### config.mk
export PLATFORM = sky130hd
export DESIGN_NAME = lcd_bus_scheduler
export DESIGN_NICKNAME = d
export VERILOG_FILES = /design/src/rtl/lcd_pkg.sv /design/src/rtl/lcd_rr_arbiter.sv /design/src/rtl/lcd_bus_scheduler.sv
export SDC_FILE = /design/constraint.sdc
export NUM_CORES = 1
export LEC_CHECK = 0
export ABC_CLOCK_PERIOD_IN_PS = 3600
export CAP_MARGIN = 20
export CORE_UTILIZATION = 60
export CTS_CLUSTER_DIAMETER = 200
export DETAILED_ROUTE_END_ITERATION = 10
export DONT_BUFFER_PORTS = 1
export GPL_TIMING_DRIVEN = 0
export PLACE_DENSITY = 0.81
export SYNTH_ARGS = -nofsm -noshare
export SYNTH_HDL_FRONTEND = slang
export SYNTH_SLANG_ARGS = --single-unit
### constraint.sdc
create_clock -name clk -period 3.6 [get_ports clk]
set_input_delay 0.72 -clock clk [delete_from_list [all_inputs] [get_ports clk]]
set_output_delay 0.72 -clock clk [all_outputs]
set_load 0.02 [all_outputs]
### src/rtl/lcd_pkg.sv
// Shared types, HD44780 command constants and helpers for the LCD bus scheduler.
package lcd_pkg;

  typedef enum logic [2:0] {
    ST_POWERUP = 3'd0,
    ST_IDLE    = 3'd1,
    ST_SETUP   = 3'd2,
    ST_PULSE   = 3'd3,
    ST_HOLD    = 3'd4,
    ST_WAIT    = 3'd5
  } lcd_state_e;

  localparam logic [7:0] LCD_CMD_FUNCSET = 8'h38;
  localparam logic [7:0] LCD_CMD_DISPON  = 8'h0C;
  localparam logic [7:0] LCD_CMD_CLEAR   = 8'h01;
  localparam logic [7:0] LCD_CMD_ENTRY   = 8'h06;
  localparam logic [7:0] LCD_CMD_LINE1   = 8'h80;
  localparam logic [7:0] LCD_CMD_LINE2   = 8'hC0;

  localparam logic [1:0] LCD_INIT_LAST = 2'd3;

  function automatic logic [7:0] lcd_init_cmd(input logic [1:0] idx);
    case (idx)
      2'd0:    return LCD_CMD_FUNCSET;
      2'd1:    return LCD_CMD_DISPON;
      2'd2:    return LCD_CMD_CLEAR;
      default: return LCD_CMD_ENTRY;
    endcase
  endfunction

  // Clear (0x01) and return-home (0x02/0x03) need the long execution wait.
  function automatic logic lcd_is_long(input logic rs, input logic [7:0] data);
    return !rs && ((data == 8'h01) || (data == 8'h02) || (data == 8'h03));
  endfunction

  function automatic int lcd_max(input int a, input int b);
    return (a > b) ? a : b;
  endfunction

endpackage

### src/rtl/lcd_rr_arbiter.sv
// Round-robin grant among byte-write requesters; the last-grant pointer moves only on an accepted grant.
module lcd_rr_arbiter
  import lcd_pkg::*;
#(
  parameter int NUM_REQ = 2,
  parameter int IW      = (NUM_REQ > 1) ? $clog2(NUM_REQ) : 1
) (
  input  logic               clk,
  input  logic               rst,
  input  logic [NUM_REQ-1:0] req,
  input  logic               take,
  output logic [NUM_REQ-1:0] gnt,
  output logic [IW-1:0]      idx,
  output logic               valid
);

  logic [IW-1:0] last;
  logic [IW-1:0] cand;

  // Search starts one past the last winner and wraps.
  always_comb begin
    gnt   = '0;
    idx   = '0;
    valid = 1'b0;
    cand  = '0;
    for (int i = 1; i <= NUM_REQ; i++) begin
      cand = IW'((int'(last) + i) % NUM_REQ);
      if (!valid && req[cand]) begin
        valid = 1'b1;
        idx   = cand;
      end
    end
    if (valid) gnt[idx] = 1'b1;
  end

  always_ff @(posedge clk or negedge rst) begin
    if (!rst) begin
      last <= IW'(NUM_REQ - 1);
    end else if (take) begin
      last <= idx;
    end
  end

endmodule

### src/rtl/lcd_bus_scheduler.sv
// Owns the HD44780 8-bit bus: power-up init sequence, then round-robin byte writes
// with setup / enable / hold / execution-wait timing.
//
// state   | meaning
// POWERUP | wait for the panel to power up after reset
// IDLE    | bus parked, arbitrate requesters once init is done
// SETUP   | RS/data stable, EN low
// PULSE   | EN high
// HOLD    | EN low, RS/data still held
// WAIT    | execution time of the command just written
module lcd_bus_scheduler
  import lcd_pkg::*;
#(
  parameter int NUM_REQ   = 2,
  parameter int DATA_BITS = 8,
  parameter int T_POWERUP = 800_000,
  parameter int T_SETUP   = 2,
  parameter int T_EN_HIGH = 25,
  parameter int T_HOLD    = 2,
  parameter int T_EXEC    = 2_500,
  parameter int T_LONG    = 82_000
) (
  input  logic                         clk,
  input  logic                         rst,
  input  logic [NUM_REQ-1:0]           req,
  input  logic [NUM_REQ-1:0]           req_rs,
  input  logic [NUM_REQ*DATA_BITS-1:0] req_data,
  output logic [NUM_REQ-1:0]           gnt,
  output logic                         done,
  output logic                         busy,
  output logic                         init_done,
  output logic [DATA_BITS-1:0]         lcd_data,
  output logic                         lcd_rs,
  output logic                         lcd_rw,
  output logic                         lcd_en
);

  localparam int CW = $clog2(lcd_max(T_POWERUP, T_LONG) + 1);
  localparam int IW = (NUM_REQ > 1) ? $clog2(NUM_REQ) : 1;

  localparam logic [CW-1:0] LD_PU    = CW'((T_POWERUP > 1) ? T_POWERUP - 1 : 0);
  localparam logic [CW-1:0] LD_SETUP = CW'(T_SETUP);
  localparam logic [CW-1:0] LD_EN    = CW'(T_EN_HIGH);
  localparam logic [CW-1:0] LD_HOLD  = CW'(T_HOLD);
  localparam logic [CW-1:0] LD_EXEC  = CW'(T_EXEC);
  localparam logic [CW-1:0] LD_LONG  = CW'(T_LONG);

  lcd_state_e           state, state_next;
  logic [CW-1:0]        cnt;
  logic [1:0]           init_idx;
  logic                 cnt_last;
  logic                 pu_exit;
  logic                 take;
  logic [CW-1:0]        wait_load;
  logic [NUM_REQ-1:0]   arb_gnt;
  logic [IW-1:0]        arb_idx;
  logic                 arb_valid;
  logic [DATA_BITS-1:0] sel_data;
  logic                 sel_rs;

  lcd_rr_arbiter #(
    .NUM_REQ (NUM_REQ),
    .IW      (IW)
  ) u_arb (
    .clk   (clk),
    .rst   (rst),
    .req   (req),
    .take  (take),
    .gnt   (arb_gnt),
    .idx   (arb_idx),
    .valid (arb_valid)
  );

  assign cnt_last  = (cnt == CW'(1));
  // The counter comes out of reset at 0, so the first POWERUP cycle loads it.
  assign pu_exit   = (state == ST_POWERUP) && (cnt_last || ((cnt == '0) && (T_POWERUP <= 1)));
  assign take      = (state == ST_IDLE) && init_done && arb_valid;
  assign sel_data  = req_data[int'(arb_idx)*DATA_BITS +: DATA_BITS];
  assign sel_rs    = req_rs[arb_idx];
  assign wait_load = lcd_is_long(lcd_rs, 8'(lcd_data)) ? LD_LONG : LD_EXEC;
  assign lcd_rw    = 1'b0;

  always_ff @(posedge clk or negedge rst) begin
    if (!rst) state <= ST_POWERUP;
    else      state <= state_next;
  end

  always_comb begin
    state_next = state;
    case (state)
      ST_POWERUP: if (pu_exit)  state_next = ST_SETUP;
      ST_IDLE:    if (take)     state_next = ST_SETUP;
      ST_SETUP:   if (cnt_last) state_next = ST_PULSE;
      ST_PULSE:   if (cnt_last) state_next = ST_HOLD;
      ST_HOLD:    if (cnt_last) state_next = ST_WAIT;
      ST_WAIT: begin
        if (cnt_last) begin
          if (init_done || (init_idx == LCD_INIT_LAST)) state_next = ST_IDLE;
          else                                          state_next = ST_SETUP;
        end
      end
      default:    state_next = ST_POWERUP;
    endcase
  end

  always_comb begin
    busy = (state != ST_IDLE);
  end

  always_ff @(posedge clk or negedge rst) begin
    if (!rst) begin
      cnt <= '0;
    end else if (state_next != state) begin
      case (state_next)
        ST_SETUP: cnt <= LD_SETUP;
        ST_PULSE: cnt <= LD_EN;
        ST_HOLD:  cnt <= LD_HOLD;
        ST_WAIT:  cnt <= wait_load;
        default:  cnt <= '0;
      endcase
    end else if ((state == ST_POWERUP) && (cnt == '0)) begin
      cnt <= LD_PU;
    end else if (cnt != '0) begin
      cnt <= cnt - CW'(1);
    end
  end

  always_ff @(posedge clk or negedge rst) begin
    if (!rst) begin
      lcd_data  <= '0;
      lcd_rs    <= 1'b0;
      init_idx  <= 2'd0;
      init_done <= 1'b0;
    end else if (pu_exit) begin
      lcd_data <= DATA_BITS'(lcd_init_cmd(2'd0));
      lcd_rs   <= 1'b0;
      init_idx <= 2'd0;
    end else if (take) begin
      lcd_data <= sel_data;
      lcd_rs   <= sel_rs;
    end else if ((state == ST_WAIT) && cnt_last && !init_done) begin
      if (init_idx == LCD_INIT_LAST) begin
        init_done <= 1'b1;
      end else begin
        init_idx <= init_idx + 2'd1;
        lcd_data <= DATA_BITS'(lcd_init_cmd(init_idx + 2'd1));
      end
    end
  end

  // Registered strobes keep EN glitch-free; async reset still drops it at once.
  always_ff @(posedge clk or negedge rst) begin
    if (!rst) begin
      gnt    <= '0;
      done   <= 1'b0;
      lcd_en <= 1'b0;
    end else begin
      gnt    <= take ? arb_gnt : '0;
      done   <= (state == ST_WAIT) && cnt_last;
      lcd_en <= (state_next == ST_PULSE);
    end
  end

endmodule
Yosys cells after proc, flatten, opt, wreduce, memory -nomap -nowiden
Cells that the tools add are included.
Cells by class
  $add $sub $neg: 4
  multipliers: 0
  div/mod/pow operators: 0
  $lt $le $gt $ge: 4
  equality and inequality tests: 21
  shifts and indexed selects: 1
  multiplexer cells: 38
  bitwise operators: 2
  reductions and logical operators: 27
Operators by type and width (count)
  $mux 20: 3
  $pmux 17 s3: 1
  $mux 8: 4
  $eq 20x1->1 const B: 1
  $logic_not 20->1: 1
  $reduce_bool 20->1: 1
  $sub 20x1->20 const B: 1
  $mux 3: 6
  $pmux 3 s6: 1
  $pmux 6 s3: 1
  $mux 17: 1
  $eq 8x2->1 const B: 2
  $shiftx 16x5->8: 1
  $mux 2: 7
  $mux 1: 13
  $eq 3x2->1 const B: 4
  $eq 3x3->1 const B: 4
  $logic_and 1x1->1: 9
  $eq 8x1->1 const B: 1
  $lt 1x2->1 const B: 3
  $reduce_bool 3->1: 2
  $eq 2x2->1 const B: 2
  $ne 2x2->1 const B: 2
  $reduce_and 4->1: 1
  18 further kinds: 25
Storage, ports and cells
  flip-flop bits (word level): 40
  latch bits: 0
  RAM bits: 0
  ROM bits: 0
  input bits: 22
  output and inout bits: 16
  logic and storage cells: 107
  memories kept: 0

Logic depth before layout (Yosys ltp)
Gate-level depths: netlist of the first run.
  depth in word-level cells: 14
  gate-level depth with buffers: 8

By module
From an unflattened synthesis of the first run, not the netlist that was laid out.
Unflattened totals
  cells, all modules: 265
  area, all modules: 2477.4 um2
Modules (own cells, without submodules)
  lcd_bus_scheduler: times used 1, cells each 258, area an instance 2399.8 um2, seq. area each 975.9 um2
  lcd_rr_arbiter: times used 1, cells each 7, area an instance 77.6 um2, seq. area each 26.3 um2

Worst setup path after synthesis of the first run
Ideal clock, no wire load.
  path kind: register -> register
  from: register cnt[17]
  to: register lcd_data[7]
  library setup time: 0.124 ns
  arrival: 2.188 ns
  required time: 3.476 ns
  setup slack: 1.288 ns
  cell stages (with the launch flop): 8
  path buffers: 1
  clock period less this slack: 2.312 ns
  path through: dfrtp_1 or4_4 or2_1 buf_2 or3_4 or3_1 a21o_1 o2bb2ai_1
On the way
  cells in the longest elaborated chain, start to end: 5
  elaborated cells on any way between the ends: 8
  classes of those cells: 2 x eq/ne; 1 x mux; 5 x reduce/logical
Ends and longest elaborated chain
  start: declaration: line lcd_bus_scheduler.sv:49  | logic [CW-1:0] cnt;
  start signal: assignment: line lcd_bus_scheduler.sv:118  | ST_WAIT: cnt <= wait_load;
  start signal: assignment: line lcd_bus_scheduler.sv:124  | cnt <= cnt - CW'(1);
  $eq 20x1->1 (*): line lcd_bus_scheduler.sv:74  | assign cnt_last = (cnt == CW'(1));
  $logic_and 1x1->1 (2 in series): line lcd_bus_scheduler.sv:141  | end else if ((state == ST_WAIT) && cnt_last && !init_done) begin
  $reduce_bool 3->1 (no line)
  $reduce_and 2->1 (no line)
  end signal: assignment: line lcd_bus_scheduler.sv:135  | lcd_data <= DATA_BITS'(lcd_init_cmd(2'd0));
  end signal: assignment: line lcd_bus_scheduler.sv:139  | lcd_data <= sel_data;
  end signal: assignment: line lcd_bus_scheduler.sv:146  | lcd_data <= DATA_BITS'(lcd_init_cmd(init_idx + 2'd1));
  end: declaration: line lcd_bus_scheduler.sv:32  | output logic [DATA_BITS-1:0] lcd_data,
Mark *: on every way between the ends. The rest lies on a longest branch, timed or not.
A chain may end at the register's enable or synchronous reset.

Final worst setup path of the first run
  from: register cnt[4]
  to: register cnt[8]
On the way
  cells in the longest elaborated chain, start to end: 8
  elaborated cells on any way between the ends: 23
  classes of those cells: 1 x add/sub; 6 x eq/ne; 10 x mux; 6 x reduce/logical
Ends and longest elaborated chain
  $eq 20x1->1: line lcd_bus_scheduler.sv:74
  $logic_and 1x1->1: line lcd_bus_scheduler.sv:76  | assign pu_exit = (state == ST_POWERUP) && (cnt_last || ((cnt == '0) && (T_POWERUP <= 1)));
  $mux 3: line lcd_bus_scheduler.sv:91  | ST_POWERUP: if (pu_exit) state_next = ST_SETUP;
  $pmux 3 s6: line lcd_bus_scheduler.sv:90  | case (state)
  $eq 3x3->1 / $eq 3x2->1 (equally long branches): line lcd_bus_scheduler.sv:114  | case (state_next)
  $reduce_or 2->1 (no line)
  $pmux 17 s3: line lcd_bus_scheduler.sv:114
  $mux 20: line lcd_bus_scheduler.sv:113  | end else if (state_next != state) begin
Parallel ways exist; a longest one is shown, timed or not. The select of a mux whose other input is x is not followed.

==> summary.txt, run 1 <==
Setup path
  • Reg2reg end: cnt[8]$_DFFE_PN0P_
  • Worst path cell trace: nor4_1 -> nand4_1 -> nor3_2 -> nand3_1 -> o21a_1 -> nor2_1
  • Critical path class: flop to flop
  • Crit path required time: 3.83 ns
  • Worst setup SP type: flop
  • Kind of cell adding the most delay to the critical path: simple AND/OR/NAND/NOR gates
  • Critical path capture point type: flop
  • Buf/Inv on CP: 0
  • R2R Path Start: cnt[4]$_DFFE_PN0P_
  • Crit-path slowest cell: nor3_2
  • Worst path max stage delay: between 0.6 and 0.7 ns
  • CP max FO: 10
  • Arrival time at the worst endpoint: a little under 3 ns
  • Reg2reg path depth: 6
  • R2r setup slk: 0.84 ns

Timing
  • Final setup violation count: 0
  • Max-slew headroom: 0.3254
  • Max-slew violations: 0
  • Max Freq: 0.3627 GHz
  • Tcrit/Tclk final: 0.7658
  • Final setup TNS: 0 ns
  • Final setup skew: between 0.003 and 0.004 ns
  • RSZ-0062 raised after global routing: false
  • Final hold vios: 0
  • Fin crit period: 2.757 ns
  • Tightest Pin Transition: 1.004 ns

Global route
  • Initial antenna violation count: 0
  • Total grt overflow: 0
  • Total GRT Usage: 0.2817
  • Global-route wire length before repair: 9287 um
  • Largest net degree at the start of global routing: 41
  • Vias in the first global route: 2,029

Detailed routing
  • DRT Wirelength: 5395 um
  • Drt drc: 0
  • Vias: around 2,100
  • Starting DRC count in detailed routing: ~100
  • Vias/cell: just over 6
  • Antenna Violating Nets Remaining: 0
  • DRT Pass-1 Iters: 4
  • Post-DR wirelength/cell: ~16 um

Clocking
  • Post-CTS Hold Buffers: 0
  • Clock sink count: 40
  • Clock slew at reported path FFs: 0.08 ns
  • H-tree levels: 2
  • Cts bufs inserted: 5
  • Worst-Skew Late Latency: 0.29 ns
  • Setup repair bufs after CTS: 0
  • Root buffer cell: clkbuf_8
  • Clock buffer depth: 2
  • Post-cts sizing count: 0
  • CTS tree: built

Finish
  • Final instance area: 0.002616 sq mm
  • Share of cells above drive strength 1: 0.08421
  • Filler cells: ~310
  • Fin nets: approximately 310
  • Antenna diodes: 0
  • Final Util: 0.6887
  • Layout area overhead: 6.412%

Synthesis
  • Register area share after synthesis: 0.4076
  • Mapped Cells: 277
  • Seq cells post-synth: 40
  • Unique masters post-synth: 53
  • Yosys top cell by area: dfrtp_1
  • Synth top area share: 0.3969
  • Async set-reset flop share out of synthesis: 1.000
  • Mean Syn Cell Area: 8.876 sq um
  • Yosys Warn Count: 0
  • Top post-synthesis cells by area: dfrtp_1 (40%), nor2_1 (4.6%), o21ai_0 (4.5%)
  • Synthesized area: 0.002459 sq mm
  • Ys flop type: dfrtp_1
  • Post-Syn Nets: just over 300
  • Post-synth EDFFs: 0

Die
  • Die height: 66.02 um
  • Die Wd: 66.02 um
  • Row cnt: 22
  • Initial Util: 0.6472
  • Core Region: 0.003799 sq mm
  • Die area: roughly 0.0044 sq mm
  • I/O pin count: 38

Placed design
  • Post-DP Area: around 0.0025 sq mm
  • I/O Buffers: 0
  • RD Place Congestion: 0.9266
  • Post-DP HPWL: 3929 um

Power and ir drop
  • Worst vdd ir: between 200 and 250 uV
  • Pwr/cell area: 297.3 mW/mm^2
  • P_leak: 1.088 nW

Run status
  • Status: complete, no violations

Flow run
  • Max-Cap Viols: 0

Hold path
  • Hold Crit Class: input pin to async pin
cell usage in the layout, fill, tap and decap left out, types with 2 or more instances in the layout:
master and n:
a21o_1 3, a21oi_1 17, a31oi_1 4, and2_1 5
buf_2 3, clkbuf_1 7, clkbuf_8 6, clkinvlp_4 2
dfrtp_1 39, ha_1 7, inv_1 5, mux2_2 2
mux2i_1 8, nand2_1 28, nand2b_1 4, nand3_1 9
nand4_1 2, nor2_1 30, nor2b_1 6, nor3_1 10
nor4_1 5, o211ai_1 5, o21a_1 4, o21ai_0 22
o2bb2ai_1 2, o32ai_1 2, or3_1 4, or3b_2 3
or4_4 2, xnor2_1 6, xor2_1 9
cells in the mapped netlist, types with 5 or more instances:
cell	n
inv_1	5
xor2_1	9
xnor2_1	6
nand3_1	9
o211ai_1	5
clkbuf_1	7
nor2b_1	6
mux2i_1	8
and2_1	5
dfrtp_1	39
ha_1	7
a21oi_1	17
o21ai_0	22
nor2_1	30
nor4_1	5
nand2_1	28
nor3_1	10
metal layers:
layer | track usage | wire, um
met1 | 0.3623 | 2348
met2 | 0.4707 | 2706
met3 | 0.06034 | 276
met4 | 0.09043 | 64
met5 | 0 | 0
report_power, final:
group,internal [mW],switching (mW)
registers,0.449,0
logic,0.00629,0.00567
clock network,0.155,0.162
registers in the layout (all words and copies together), names as in the netlist:
signal and cells:
lcd_rs 1, u_arb.last 1, init_done 1, init_idx 2, lcd_data 8, state 3, cnt 20, done 1
gnt 2, lcd_en 1
how the worst max path moves through the flow:
stage                             start                      end  depth (start not counted)
floorplan           cnt[17]$_DFFE_PN0P_  lcd_data[7]$_DFFE_PN0P_                          7
global placement     cnt[4]$_DFFE_PN0P_       cnt[4]$_DFFE_PN0P_                          5
detailed placement   cnt[4]$_DFFE_PN0P_       cnt[4]$_DFFE_PN0P_                          5
CTS                  cnt[4]$_DFFE_PN0P_       cnt[4]$_DFFE_PN0P_                          5
global route         cnt[4]$_DFFE_PN0P_       cnt[8]$_DFFE_PN0P_                          6
finish               cnt[4]$_DFFE_PN0P_       cnt[8]$_DFFE_PN0P_                          6
stage by stage:
stage               worst slack, ns  power [mW]  std cells  hold WS [ns]
finish                       0.8430      0.7778        333        0.1089
CTS                          0.8979      0.7840        333        0.1049
global placement             0.9502      0.4697        325        0.4255
detailed placement           0.9333      0.4699        325        0.4253
global route                 0.6002      0.8054        333       0.09330
floorplan                     1.288      0.4688        277        0.4244
cells by family after synthesis:
group           after synthesis  share of synthesized area
flops                        40                     0.4076
xor+xnor                     15                    0.05344
fa+ha+maj                     7                    0.03562
compound gates               73                     0.1903
other cells                   1                   0.001525
buf+inv                      16                    0.02748
mux                          10                    0.04173
simple gates                115                     0.2422
area by class of cell:
type                            instances  area, sq um  share of cell area
Sequential cell                        40         1002              0.3831
Multi-Input combinational cell        221         1389              0.5308
Clock buffer                            6        82.58             0.03156
Buffer                                 11        48.80             0.01865
Tap cell                               48        60.06             0.02296
Inverter                                5        18.77            0.007174
Clock inverter                          2        15.01            0.005739
Power figures use the tool's default switching activity.
==> run 2: changes to the inputs <==
Settings changed: ABC_CLOCK_PERIOD_IN_PS 3600 to 2200, CORE_UTILIZATION 60 to 57, PLACE_DENSITY 0.81 to 0.8.
Clock period 3.6 ns to 2.2 ns, I/O delays scaled along.
==> summary.txt, run 2 (synthesis results as in run 1) <==
Clocking
  • Worst-Skew Late Latency: 0.30 ns
  • Cts bufs inserted: 5
  • CTS tree: built
  • Clock slew at reported path FFs: about 0.080 ns
  • H-tree levels: 2
  • Root buffer cell: clkbuf_8
  • Clock buffer depth: 2
  • Clock sink count: 40

Placed design
  • I/O Buffers: 0
  • Pre-CTS setup slack: -0.5546 ns
  • Post-DP HPWL: around 4100 um
  • Inst Count DP: 327
  • RD Place Congestion: 0.9072

Finish
  • Most common cell after layout, fill and taps aside: dfrtp_1
  • Fin nets: 342
  • Final Util: 0.7749
  • Largest register FFs: 20
  • Antenna diodes: 0
  • Final cell count without fillers: 364
  • Share of cells above drive strength 1: 0.2771
  • Filler cells: 240
  • Largest regs: cnt (20), lcd_data (8), state (3)
  • Largest Register: cnt
  • Most frequent cells in the layout: dfrtp_1 (37), nor2_1 (27), nand2_1 (27)
  • Layout area overhead: 27.89%

Setup path
  • Crit path required time: 2.40 ns
  • Worst setup SP type: flop
  • R2r setup slk: -0.16 ns
  • R2R Path Start: cnt[17]$_DFFE_PN0P_
  • Arrival time at the worst endpoint: roughly 2.6 ns
  • CP max FO: 9
  • Critical path class: flop to flop
  • Critical path capture point type: flop
  • Crit path launch: cnt[17]$_DFFE_PN0P_

Detailed routing
  • DRT Wirelength: 7200 um
  • Starting DRC count in detailed routing: 264
  • Drt drc: 0
  • Vias/cell: 6.739
  • Antenna Violating Nets Remaining: 0
  • Vias: 2,453
  • Post-DR wirelength/cell: approximately 20 um
  • DRT Pass-1 Iters: 5

Die
  • Row cnt: 23
  • Die height: 67.68 um
  • I/O pin count: 38
  • Die Wd: 67.68 um
  • Core Region: 0.004058 sq mm
  • Initial Util: 0.6059
  • Die area: 0.004580 sq mm

Run status
  • Failing checks: negative setup slack
  • Status: finished with violations

Timing
  • Max Freq: 0.4239 GHz
  • Final setup skew: ~0.0066 ns
  • RSZ-0062 raised after global routing: true
  • Tcrit/Tclk final: 1.072
  • Fin crit period: 2.359 ns
  • Tightest Pin Transition: 0.8213 ns
  • Final hold vios: 0
  • Final worst setup slack: -0.1590 ns
  • Max-slew headroom: 0.4483
  • Max-slew violations: 0
  • Final setup violation count: 18

Hold path
  • Hold Crit Class: input pin to flop
  • Min-Delay Startpoint: req_data[7]

Power and ir drop
  • Combinational share of power: 0.027
  • Seq pwr share: 0.510
  • Power Internal: 1.150 mW
  • Clk network pwr share: 0.462
  • Pwr/cell area: about 460 mW/mm^2
  • Total power: 1.439 mW
  • Switching power share of the total: 0.2009
  • P_leak: about 1.3 nW
  • Switch Pwr: 0.2892 mW
  • Worst vdd ir: ~390 uV

Global route
  • Vias in the first global route: 2,133
  • Largest net degree at the start of global routing: 41
  • Total grt overflow: 0
  • Initial antenna violation count: 0
  • Total GRT Usage: 0.2996
  • Global-route wire length before repair: ~9900 um

Flow run
  • Max-Cap Viols: 0
==> run 2: cell count changes in the layout (fill, tap and decap cells not counted), moves of 3 or more <==
cell	previous run	this run
buf_4	1	24
a21oi_1	17	9
a21oi_2	0	6
buf_6	0	5
nor4_1	5	1
o21ai_0	22	18
clkbuf_1	7	4
clkbuf_2	0	3
nor2_1	30	27
nor2_4	0	3
==> run 2: metal layers <==
metal / GRT usage / vias up / part of all wire
met1: 0.4061 / 1192 / 0.41
met5: 0 / - / 0
met2: 0.4505 / 161 / 0.48
met4: 0.1383 / 0 / 0.031
met3: 0.06588 / 29 / 0.078
li1: - / 1071 / -
==> run 2: path summary, 6_finish.rpt <==
path                                      endpoint  cells after the start
setup / recovery                state[0]$_DFF_PN0_                      7
hold / removal             lcd_data[7]$_DFFE_PN0P_                      2
setup reg to reg                state[0]$_DFF_PN0_                      7
hold reg to reg             u_arb.last$_DFFE_PN1P_                      1
max in group asynchronous   u_arb.last$_DFFE_PN1P_                      2
min in group asynchronous      cnt[10]$_DFFE_PN0P_                      2
==> run 2: timing repair <==
action | 4_1_cts | 5_1_grt
hold buffers | 2 | 0
buffers inserted | 17 | 9
endpoints found under the setup margin | 37 | 37
cloned | 0 | 1
pin swaps | 4 | 10
hold endpoints to repair | 40 | 0
resized for setup | 23 | 47
==> run 2: power groups by stage <==
stage	Combinational [mW]	Clock, mW	Sequential, mW
finish	0.0393	0.665	0.735
global route	0.0447	0.702	0.735
CTS	0.0402	0.663	0.735
detailed placement	0.0199	0	0.749
global placement	0.0196	0	0.749
floorplan	0.0178	0	0.749
==> run 2: cell type report <==
| class | instances | area (sq um) | share of cell area |
|---|---|---|---|
| sequential | 40 | 1005 | 0.3195 |
| buffer | 10 | 70.07 | 0.02228 |
| tap | 50 | 62.56 | 0.01990 |
| inverter | 5 | 18.77 | 0.005969 |
| clock inverter | 1 | 30.03 | 0.009550 |
| multi-input combinational | 221 | 1615 | 0.5137 |
| clock buffer | 7 | 96.34 | 0.03064 |
| timing repair buffer | 30 | 246.5 | 0.07839 |
==> run 2: critical path: stages (launching register included) <==
cell	delay [ns]
dfrtp_1	0.38
or4_4	0.54
or2_4	0.28
or3_4	0.39
buf_8	0.17
nor2_1	0.11
o211ai_1	0.12
a31oi_1	0.26
==> run 2: through the flow <==
step	TNS (ns)	cell area, sq um	hold slack (ns)
finish	-1.517	3144	0.3353
global route	-2.639	3144	0.3511
CTS	-1.680	2913	0.3409
detailed placement	-10.65	2536	0.1457
global placement	-10.33	2536	0.1455
floorplan	-0.3826	2474	0.1444
